==> config.mk <==
export PLATFORM = sky130hd
export DESIGN_NAME = birukee_rtl_dma_seq
export DESIGN_NICKNAME = d
export VERILOG_FILES = /design/src/rtl/birukee_rtl_dma_seq.sv
export SDC_FILE = /design/constraint.sdc
export NUM_CORES = 1
export LEC_CHECK = 0
export CAP_MARGIN = 20
export CORE_ASPECT_RATIO = 0.7
export CORE_MARGIN = 10
export CORE_UTILIZATION = 25
export DETAILED_ROUTE_END_ITERATION = 6
export HOLD_SLACK_MARGIN = 0.06
export PLACE_DENSITY = 0.49
export SLEW_MARGIN = 20
export SYNTH_ARGS = -nofsm -noshare
export SYNTH_HDL_FRONTEND = slang
export SYNTH_SLANG_ARGS = --single-unit
==> constraint.sdc <==
create_clock -name clk -period 7.55 [get_ports clk]
set_input_delay 0.755 -clock clk [delete_from_list [all_inputs] [get_ports clk]]
set_output_delay 0.755 -clock clk [all_outputs]
set_load 0.005 [all_outputs]
==> src/rtl/birukee_rtl_dma_seq.sv <==
// ---------------------------------------------------------------------------
// birukee_rtl_dma_seq
// Chunked DMA copy sequencer for the birukee accelerator tile. After a
// conf_done pulse it copies conf_info_input2 32-bit words from word index
// conf_info_input1 to word index conf_info_output. Each chunk of up to CHUNK
// words is read into a local buffer over the DMA read interface and then
// written back out over the DMA write interface. acc_done pulses once the
// whole transfer has been written.
//
// Optional feature macro: BIRUKEE_DMA_SEQ_DBG_EN
//   defined   : debug[31:16] = chunks completed, debug[15:0] = words written
//               (both clear on an accepted conf_done and saturate)
//   undefined : debug is tied to zero and no counter flops exist
//
// State table
//   state      | meaning
//   -----------+-----------------------------------------------------------
//   S_IDLE     | waiting for conf_done; conf fields are latched on the pulse
//   S_RD_REQ   | read ctrl request (index=src, length=clen) held until ready
//   S_RD_DATA  | accepting clen read beats into the buffer
//   S_WR_REQ   | write ctrl request (index=dst, length=clen) held until ready
//   S_WR_DATA  | streaming clen buffer words out; advances src/dst/rem
//   S_DONE     | acc_done high for this single cycle, then back to idle
// ---------------------------------------------------------------------------
module birukee_rtl_dma_seq #(
   parameter int CHUNK = 16
) (
   input  logic        clk,
   input  logic        rst,
   input  logic [31:0] conf_info_input1,
   input  logic [31:0] conf_info_input2,
   input  logic [31:0] conf_info_output,
   input  logic        conf_done,
   output logic        dma_read_ctrl_valid,
   input  logic        dma_read_ctrl_ready,
   output logic [31:0] dma_read_ctrl_data_index,
   output logic [31:0] dma_read_ctrl_data_length,
   output logic [2:0]  dma_read_ctrl_data_size,
   input  logic        dma_read_chnl_valid,
   output logic        dma_read_chnl_ready,
   input  logic [31:0] dma_read_chnl_data,
   output logic        dma_write_ctrl_valid,
   input  logic        dma_write_ctrl_ready,
   output logic [31:0] dma_write_ctrl_data_index,
   output logic [31:0] dma_write_ctrl_data_length,
   output logic [2:0]  dma_write_ctrl_data_size,
   output logic        dma_write_chnl_valid,
   input  logic        dma_write_chnl_ready,
   output logic [31:0] dma_write_chnl_data,
   output logic        acc_done,
   output logic [31:0] debug
);

   // AW addresses the buffer; CW is one bit wider so a pointer can count to CHUNK.
   localparam int AW = (CHUNK > 1) ? $clog2(CHUNK) : 1;
   localparam int CW = AW + 1;
   localparam logic [31:0] CHUNK_W = 32'(CHUNK);
   localparam logic [2:0]  SIZE_WORD = 3'b010;

   typedef enum logic [2:0] {
      S_IDLE,
      S_RD_REQ,
      S_RD_DATA,
      S_WR_REQ,
      S_WR_DATA,
      S_DONE
   } state_t;

   state_t        r_state;
   logic [31:0]   r_src;
   logic [31:0]   r_dst;
   logic [31:0]   r_rem;
   logic [31:0]   r_clen;
   logic [CW-1:0] r_wptr;
   logic [CW-1:0] r_rptr;
   logic [31:0]   r_buf [CHUNK];

   logic          r_rd_ctrl_valid;
   logic [31:0]   r_rd_idx;
   logic [31:0]   r_rd_len;
   logic          r_rd_chnl_ready;
   logic          r_wr_ctrl_valid;
   logic [31:0]   r_wr_idx;
   logic [31:0]   r_wr_len;
   logic          r_wr_chnl_valid;
   logic [31:0]   r_wr_data;
   logic          r_acc_done;

   logic          w_rd_beat;
   logic          w_wr_beat;
   logic [CW-1:0] w_wptr_nxt;
   logic [CW-1:0] w_rptr_nxt;
   logic          w_rd_last;
   logic          w_wr_last;
   logic [31:0]   w_src_nxt;
   logic [31:0]   w_dst_nxt;
   logic [31:0]   w_rem_nxt;
   logic [31:0]   w_clen_conf;
   logic [31:0]   w_clen_nxt;

   // Burst length for the next chunk: whatever is left, capped at the buffer depth.
   function automatic logic [31:0] f_clen(input logic [31:0] rem);
      return (rem > CHUNK_W) ? CHUNK_W : rem;
   endfunction

   // The ready/valid registers are only high in their own states, so a beat is
   // simply the AND of our registered side and the peer's side.
   assign w_rd_beat   = r_rd_chnl_ready & dma_read_chnl_valid;
   assign w_wr_beat   = r_wr_chnl_valid & dma_write_chnl_ready;
   assign w_wptr_nxt  = r_wptr + CW'(1);
   assign w_rptr_nxt  = r_rptr + CW'(1);
   assign w_rd_last   = w_rd_beat && (32'(w_wptr_nxt) == r_clen);
   assign w_wr_last   = w_wr_beat && (32'(w_rptr_nxt) == r_clen);
   assign w_src_nxt   = r_src + r_clen;
   assign w_dst_nxt   = r_dst + r_clen;
   assign w_rem_nxt   = r_rem - r_clen;
   assign w_clen_conf = f_clen(conf_info_input2);
   assign w_clen_nxt  = f_clen(w_rem_nxt);

   // Sequencer FSM with all handshake and data outputs registered.
   always_ff @(posedge clk or negedge rst) begin
      if (!rst) begin
         r_state         <= S_IDLE;
         r_src           <= '0;
         r_dst           <= '0;
         r_rem           <= '0;
         r_clen          <= '0;
         r_wptr          <= '0;
         r_rptr          <= '0;
         r_rd_ctrl_valid <= 1'b0;
         r_rd_idx        <= '0;
         r_rd_len        <= '0;
         r_rd_chnl_ready <= 1'b0;
         r_wr_ctrl_valid <= 1'b0;
         r_wr_idx        <= '0;
         r_wr_len        <= '0;
         r_wr_chnl_valid <= 1'b0;
         r_wr_data       <= '0;
         r_acc_done      <= 1'b0;
      end else begin
         case (r_state)
            S_IDLE: begin
               if (conf_done) begin
                  r_src  <= conf_info_input1;
                  r_dst  <= conf_info_output;
                  r_rem  <= conf_info_input2;
                  r_wptr <= '0;
                  r_rptr <= '0;
                  if (conf_info_input2 == 32'd0) begin
                     r_acc_done <= 1'b1;
                     r_state    <= S_DONE;
                  end else begin
                     r_clen          <= w_clen_conf;
                     r_rd_ctrl_valid <= 1'b1;
                     r_rd_idx        <= conf_info_input1;
                     r_rd_len        <= w_clen_conf;
                     r_state         <= S_RD_REQ;
                  end
               end
            end
            S_RD_REQ: begin
               if (dma_read_ctrl_ready) begin
                  r_rd_ctrl_valid <= 1'b0;
                  r_rd_chnl_ready <= 1'b1;
                  r_state         <= S_RD_DATA;
               end
            end
            S_RD_DATA: begin
               if (w_rd_beat) begin
                  r_wptr <= w_wptr_nxt;
                  if (w_rd_last) begin
                     r_rd_chnl_ready <= 1'b0;
                     r_wr_ctrl_valid <= 1'b1;
                     r_wr_idx        <= r_dst;
                     r_wr_len        <= r_clen;
                     r_state         <= S_WR_REQ;
                  end
               end
            end
            S_WR_REQ: begin
               if (dma_write_ctrl_ready) begin
                  r_wr_ctrl_valid <= 1'b0;
                  r_wr_chnl_valid <= 1'b1;
                  r_wr_data       <= r_buf[AW'(0)];
                  r_state         <= S_WR_DATA;
               end
            end
            S_WR_DATA: begin
               if (w_wr_beat) begin
                  r_rptr <= w_rptr_nxt;
                  if (!w_wr_last) begin
                     // Prefetch the next word so data stays registered and
                     // one beat per cycle is sustained.
                     r_wr_data <= r_buf[w_rptr_nxt[AW-1:0]];
                  end else begin
                     r_wr_chnl_valid <= 1'b0;
                     r_src           <= w_src_nxt;
                     r_dst           <= w_dst_nxt;
                     r_rem           <= w_rem_nxt;
                     r_wptr          <= '0;
                     r_rptr          <= '0;
                     if (w_rem_nxt != 32'd0) begin
                        r_clen          <= w_clen_nxt;
                        r_rd_ctrl_valid <= 1'b1;
                        r_rd_idx        <= w_src_nxt;
                        r_rd_len        <= w_clen_nxt;
                        r_state         <= S_RD_REQ;
                     end else begin
                        r_acc_done <= 1'b1;
                        r_state    <= S_DONE;
                     end
                  end
               end
            end
            S_DONE: begin
               r_acc_done <= 1'b0;
               r_state    <= S_IDLE;
            end
            default: begin
               r_state <= S_IDLE;
            end
         endcase
      end
   end

   // Chunk buffer; contents are don't-care after reset so it carries no reset.
   always_ff @(posedge clk) begin
      if (w_rd_beat) begin
         r_buf[r_wptr[AW-1:0]] <= dma_read_chnl_data;
      end
   end

`ifdef BIRUKEE_DMA_SEQ_DBG_EN
   logic [15:0] r_dbg_chunks;
   logic [15:0] r_dbg_words;

   // Saturating progress counters, restarted by each accepted conf_done.
   always_ff @(posedge clk or negedge rst) begin
      if (!rst) begin
         r_dbg_chunks <= '0;
         r_dbg_words  <= '0;
      end else if ((r_state == S_IDLE) && conf_done) begin
         r_dbg_chunks <= '0;
         r_dbg_words  <= '0;
      end else if (w_wr_beat) begin
         if (r_dbg_words != 16'hFFFF) begin
            r_dbg_words <= r_dbg_words + 16'd1;
         end
         if (w_wr_last && (r_dbg_chunks != 16'hFFFF)) begin
            r_dbg_chunks <= r_dbg_chunks + 16'd1;
         end
      end
   end

   assign debug = {r_dbg_chunks, r_dbg_words};
`else
   assign debug = 32'd0;
`endif

   assign dma_read_ctrl_valid        = r_rd_ctrl_valid;
   assign dma_read_ctrl_data_index   = r_rd_idx;
   assign dma_read_ctrl_data_length  = r_rd_len;
   assign dma_read_ctrl_data_size    = SIZE_WORD;
   assign dma_read_chnl_ready        = r_rd_chnl_ready;
   assign dma_write_ctrl_valid       = r_wr_ctrl_valid;
   assign dma_write_ctrl_data_index  = r_wr_idx;
   assign dma_write_ctrl_data_length = r_wr_len;
   assign dma_write_ctrl_data_size   = SIZE_WORD;
   assign dma_write_chnl_valid       = r_wr_chnl_valid;
   assign dma_write_chnl_data        = r_wr_data;
   assign acc_done                   = r_acc_done;

endmodule
# Word-level counts from Yosys, hierarchy flattened
# Memories as Yosys holds them, arrays and structs flattened.
# Index checks and enable logic that the tools add are counted.
[classes]
bitwise_logic = 2
n_reduce_logical = 24
n_eq_ne = 19
magnitude_cmp = 2
addsub = 5
mux = 75
[ops]
columns = ["cell", "n"]
rows = [
  ["32-bit two-way mux", 24],
  ["32-bit case mux with 2 select lines", 6],
  ["32-bit adder", 2],
  ["5-bit by 32-bit equality test with 1-bit output", 2],
  ["32-bit by 5-bit greater-than comparator with 1-bit output (second input constant)", 2],
  ["32-bit logical NOT", 1],
  ["32-bit nonzero test", 1],
  ["32-bit subtractor", 1],
  ["5-bit two-way mux", 6],
  ["3-bit two-way mux", 9],
  ["2-bit inequality test (second input constant)", 12],
  ["1-bit two-way mux", 22],
  ["4-bit AND reduction", 5],
  ["3-bit case mux with 5 select lines", 1],
  ["5-bit case mux with 3 select lines", 1],
  ["7-bit AND reduction", 2],
  ["6-bit AND reduction", 2],
  ["5-bit by 1-bit adder with 5-bit output (second input constant)", 2],
  ["5-bit case mux with 2 select lines", 1],
  ["3-bit nonzero test", 3],
  ["2-bit nonzero test", 4],
  ["3-bit by 2-bit equality test with 1-bit output (second input constant)", 2],
  ["3-bit equality test (second input constant)", 2],
  ["1-bit case mux with 2 select lines", 3],
  ["other kinds (7)", 11],
]
[totals]
in_bits = 135
mem_count = 1
ram_bits = 512
register_bits = 274
word_cells = 144
[mem_list]
columns = ["memory", "depth", "word_bits", "read_ports", "rd_ports_with_merged_regs", "wr", "line_no", "rtl"]
rows = [
  ["r_buf", 16, 32, 2, 0, 1, "76", "logic [31:0] r_buf [CHUNK];"],
]

# Logic depth before layout (Yosys ltp)
[depth]
word_depth = 7
mapped_depth = 15

# Worst setup path before layout
# Ideal clock, no wire load.
[synth_timing]
path_kind = "reg2reg"
start = "register, netlist name dma_read_ctrl_data_length[1]"
end = "register r_rd_idx[10], in the netlist dma_read_ctrl_data_index[10]"
path_buffers = 1
period_less_slack_ns = 3.728
path_stages_with_launch = 14
path_slack_ns = 3.822
arrival_time_ns = 3.603
cell_sequence = "dfrtp_1 -> inv_1 -> ha_1 -> nor2b_1 -> o2111ai_1 -> a21oi_1 -> o21bai_4 -> o21ai_2 -> mux2_1 -> or4_4 -> nor4_4 -> a21oi_4 -> buf_6 -> mux2_4"
[synth_rtl]
columns = ["element", "line_no", "rtl"]
rows = [
  ["end signal, assigned", "155", "r_rd_idx <= conf_info_input1;"],
  ["end signal, assigned", "205", "r_rd_idx <= w_src_nxt;"],
  ["end, declared", "79", "logic [31:0] r_rd_idx;"],
]

# Worst setup path in the final report
[layout_timing]
start = "register r_rptr[0]"
end = "register r_rd_idx[1], in the netlist dma_read_ctrl_data_index[1]"
[layout_via]
elab_chain_cells = 5
[layout_rtl]
columns = ["element", "line_no", "rtl"]
rows = [
  ["start, declared", "75", "logic [CW-1:0] r_rptr;"],
  ["start signal, assigned", "190", "r_rptr <= w_rptr_nxt;"],
  ["5-bit by 1-bit adder with 5-bit output", "111", "assign w_rptr_nxt = r_rptr + CW'(1);"],
  ["5-bit by 32-bit equality test with 1-bit output", "113", "assign w_wr_last = w_wr_beat && (32'(w_rptr_nxt) == r_clen);"],
  ["1-bit logical AND", "113", ""],
  ["2-bit inequality test (no source line)", "n/a", ""],
  ["6-bit AND reduction (no source line)", "n/a", ""],
]
# Every way passes these cells.
# A chain may end at the register's enable or synchronous reset.

==> metrics.md <==
| Metric | Value |
|---|---|
| PnR worst setup slack | 2980 ps |
| Startpoint types | flip-flop |
| Commonest cells after routing, fill and taps aside | edfxtp_1, clkdlybuf4s50_1, nand2_1 |
| Routed wire length | 117 mm |
| Final hold violation count | 0 |
| Cell taking the most area after synthesis | edfxtp_1 |
| R2R cell count | 10 |
| Crit-path max FO | 123 |
| Reg area | 22200 sq um |
| Setup TNS | 0 ps |
| Clock skew | 54.5 ps |
| GRT overflow | 0 |
| Die area | about 160000 sq um |
| First-pass GRT wire length | 169 mm |
| Async set or reset register ratio after synthesis | 0.349 |
| Fin nets | 3166 |
| Post-DP HPWL | 78.3 mm |
| Die Y | 339 um |
| Antenna-violating nets left | 0 |
| Post-layout min period | 4570 ps |
| Fill count | around 15000 |
| Final slew viol count | 0 |
| Slowest Stage Delay on Critical Path | 950 ps |
| Worst vdd ir | 214 uV |
| LEAKAGE | around 16 nW |
| Combinational power share | 0.305 |
| Critical Path End Type | flip-flop |
| Clock Power Share | 0.310 |
| Area occupied by multi-input gates | between 10000 and 15000 sq um |
| Area grow syn2layout | 22.7% |
| Final cell count without fillers | between 4000 and 5000 |
| Via count | 23150 |
| Cells after Synth | 2619 |
| Netlist cell types | 86 |
| Total GRT Usage | 0.140 |
| CTS Root Cell | clkbuf_16 |
| FMAX | roughly 0.22 GHz |
| Gpl congestion | 0.882 |
| Synth top area share | 0.422 |
| Switching share of power | 0.330 |
| Vias/cell | 4.66 |
| Internal power | approximately 9.6 mW |
| Die Wd | between 400 and 500 um |
| Worst skew pair latency | 710 ps |
| Crit share post-route | 0.605 |
| Commonest non-fill, non-tap cell in the layout | edfxtp_1 |
| Routed WL per cell | 23.6 um |
| Mapped Area | between 30000 and 40000 sq um |
| Reg2reg setup slack | 2980 ps |
| IO Count | 338 |
| Worst-Margin Slew | 1090 ps |
| Crit path DAT | 5130 ps |
| H-tree levels | 3 |
| Status | finished, violations left |
| Hold Crit Class | primary input to asynchronous set/reset pin |
| R2r startpoint | r_rptr[0] |
| Initial antenna violation count | 19 |
| Setup Buffers After CTS | 0 |
| Register bit total from synthesis | 786 |
| CP Class | flip-flop to flip-flop |
| Data required time of the critical path | 8120 ps |
| DR iter-0 viols | slightly above 2000 |
| CP max stage cell | ha_4 |
| Clock Sinks | roughly 790 |
| IO buf count | 299 |
| # resized after CTS | 0 |
| Reg clk slew, reported paths | roughly 60 ps |
| Critical path cell sequence | ha_4 -> xor2_1 -> nor3_1 -> nand4_1 -> a21oi_4 -> buf_12 -> nand2_1 -> a21oi_4 -> buf_4 -> mux2_2 |
| Core Rows | 117 |
| Syn avg cell area | 13.9 sq um |
| CTS tree | done |
| CP endpoint | dma_read_ctrl_data_index[1] |
| # hold bufs at CTS | 0 |
| Pre-Repair DR Iteration Count | 7 |
| Largest register FFs | 512 |
| Share of cells above drive strength 1 | 0.150 |
| RR Endpoint | dma_read_ctrl_data_index[1] |
| CTS Buffer Depth | 3 |
| RSZ-0062 raised after global routing | no |
| Register area share after synthesis | 0.611 |
| Starting density of the core | 0.251 |
| Vias in the first global route | 23260 |
| Top cells by area, synth | edfxtp_1, dfrtp_1, mux4_2 |
| Main flop type after synthesis | edfxtp_1 |
| Rel. slew slack | 0.266 |
| Placed insts | 4805 |
| Pwr/cell area | ~320 nW/um^2 |
| Post-synth EDFFs | 512 |
| Psw | ~4.7 mW |
| Pin count of the biggest net entering global routing | 128 |
| Yosys warns | 0 |
| Drc violations | 8 |
| Reg power frac | 0.385 |
| Num CTS Buffers | 86 |
| Pre-CTS WS | 2930 ps |
| Core outline area | 145000 sq um |
| Max Cap Viol | 0 |
| Worst setup path start | r_rptr[0] |
| Final Setup Violations | 0 |
| Failing checks | DRC |
| CP most frequent cell | a21oi_4 |
[per-stage QoR]
step	utilization	area (sq um)	power [mW]	hold WS, ps
finish	0.308	44700	14.3	85.3
CTS	0.308	44700	14.5	83.3
detailed placement	0.287	41700	9.96	464
global placement	0.287	41700	9.94	458
floorplan	-	36500	8.37	443
global route	0.308	44700	15.1	114
[how the worst min path moves through the flow]
stage	startpoint	endpoint	slack, ps	cells after the start
2_1_floorplan	r_rem[20]	r_rem[20]	440	2
3_3_place_gp	r_rem[23]	r_rem[23]	460	2
3_5_place_dp	r_rem[20]	r_rem[20]	460	2
4_1_cts	rst	dma_read_ctrl_data_index[29]	80	1
5_1_grt	rst	dma_read_ctrl_data_index[29]	110	1
6_report	rst	dma_read_ctrl_data_index[29]	90	1
[worst max-delay path: cells and delay by family, from the launching register on]
kind                     cells  cell delay, ps
adder cells (fa/ha/maj)      1             950
buffers and inverters        2             940
AND/OR/NAND/NOR              3             750
flip-flops                   1             740
AO/OA/AOI/OAI                2             430
multiplexers                 1             390
XOR/XNOR                     1             140
[power groups by stage]
stage / combinational [mW] / clock [mW] / sequential [mW]
final: 4.37 / 4.43 / 5.51
after global routing: 4.79 / 4.73 / 5.57
after CTS: 4.39 / 4.56 / 5.51
after detailed placement: 4.37 / 0 / 5.59
after global placement: 4.35 / 0 / 5.59
after floorplan: 2.95 / 0 / 5.42
[synth_stat cells, drive strengths merged, types with 4 or more instances]
cell     count
o211ai      14
mux2        67
nand4       14
nand2b      20
o41ai        5
o2111ai      4
or3          7
o31ai       11
nor2       145
edfxtp     512
or4         12
o22a         5
a31oi       34
o31a         6
nand3b       7
nor4        21
nor3        33
a2111oi      8
xor2        28
xnor2       53
clkbuf      83
dfrtp      274
a221oi       5
nand2      277
or2          8
a211oi      19
o21bai      18
nand3       31
and2        53
a21oi      125
o21a        15
and3        10
inv         74
a21o        31
a211o        6
buf         68
mux4       160
mux2i       57
a31o         6
a22o         4
o21ai      146
nor2b       11
ha          98
[final cells by class]
class | count | share of cell area
clock inverters | 35 | 0.0120
diodes | 5 | 0.000280
flip-flops and latches | 786 | 0.498
well taps | 1963 | 0.0550
multi-input cells | 1644 | 0.300
inverters | 74 | 0.00622
clock buffers | 123 | 0.0546
repair buffers | 338 | 0.0746
[routing by layer]
metal	vias up	GRT usage	wire, um
met1	11856	0.195	53700
met3	174	0.0270	6470
li1	10483	-	-
met5	-	0	72
met2	625	0.218	53500
met4	12	0.0445	3330
[cell families after synthesis]
group,after synthesis,synth area share
xor gates and xnor gates,81,0.0195
buffers and inverters,225,0.0281
muxes,284,0.137
adders and majority gates,101,0.0353
and+or+nand+nor,657,0.0839
AOI/OAI and AO/OA,483,0.0850
DFF,786,0.611
other,2,0.000206
Power figures use the tool's default switching activity.
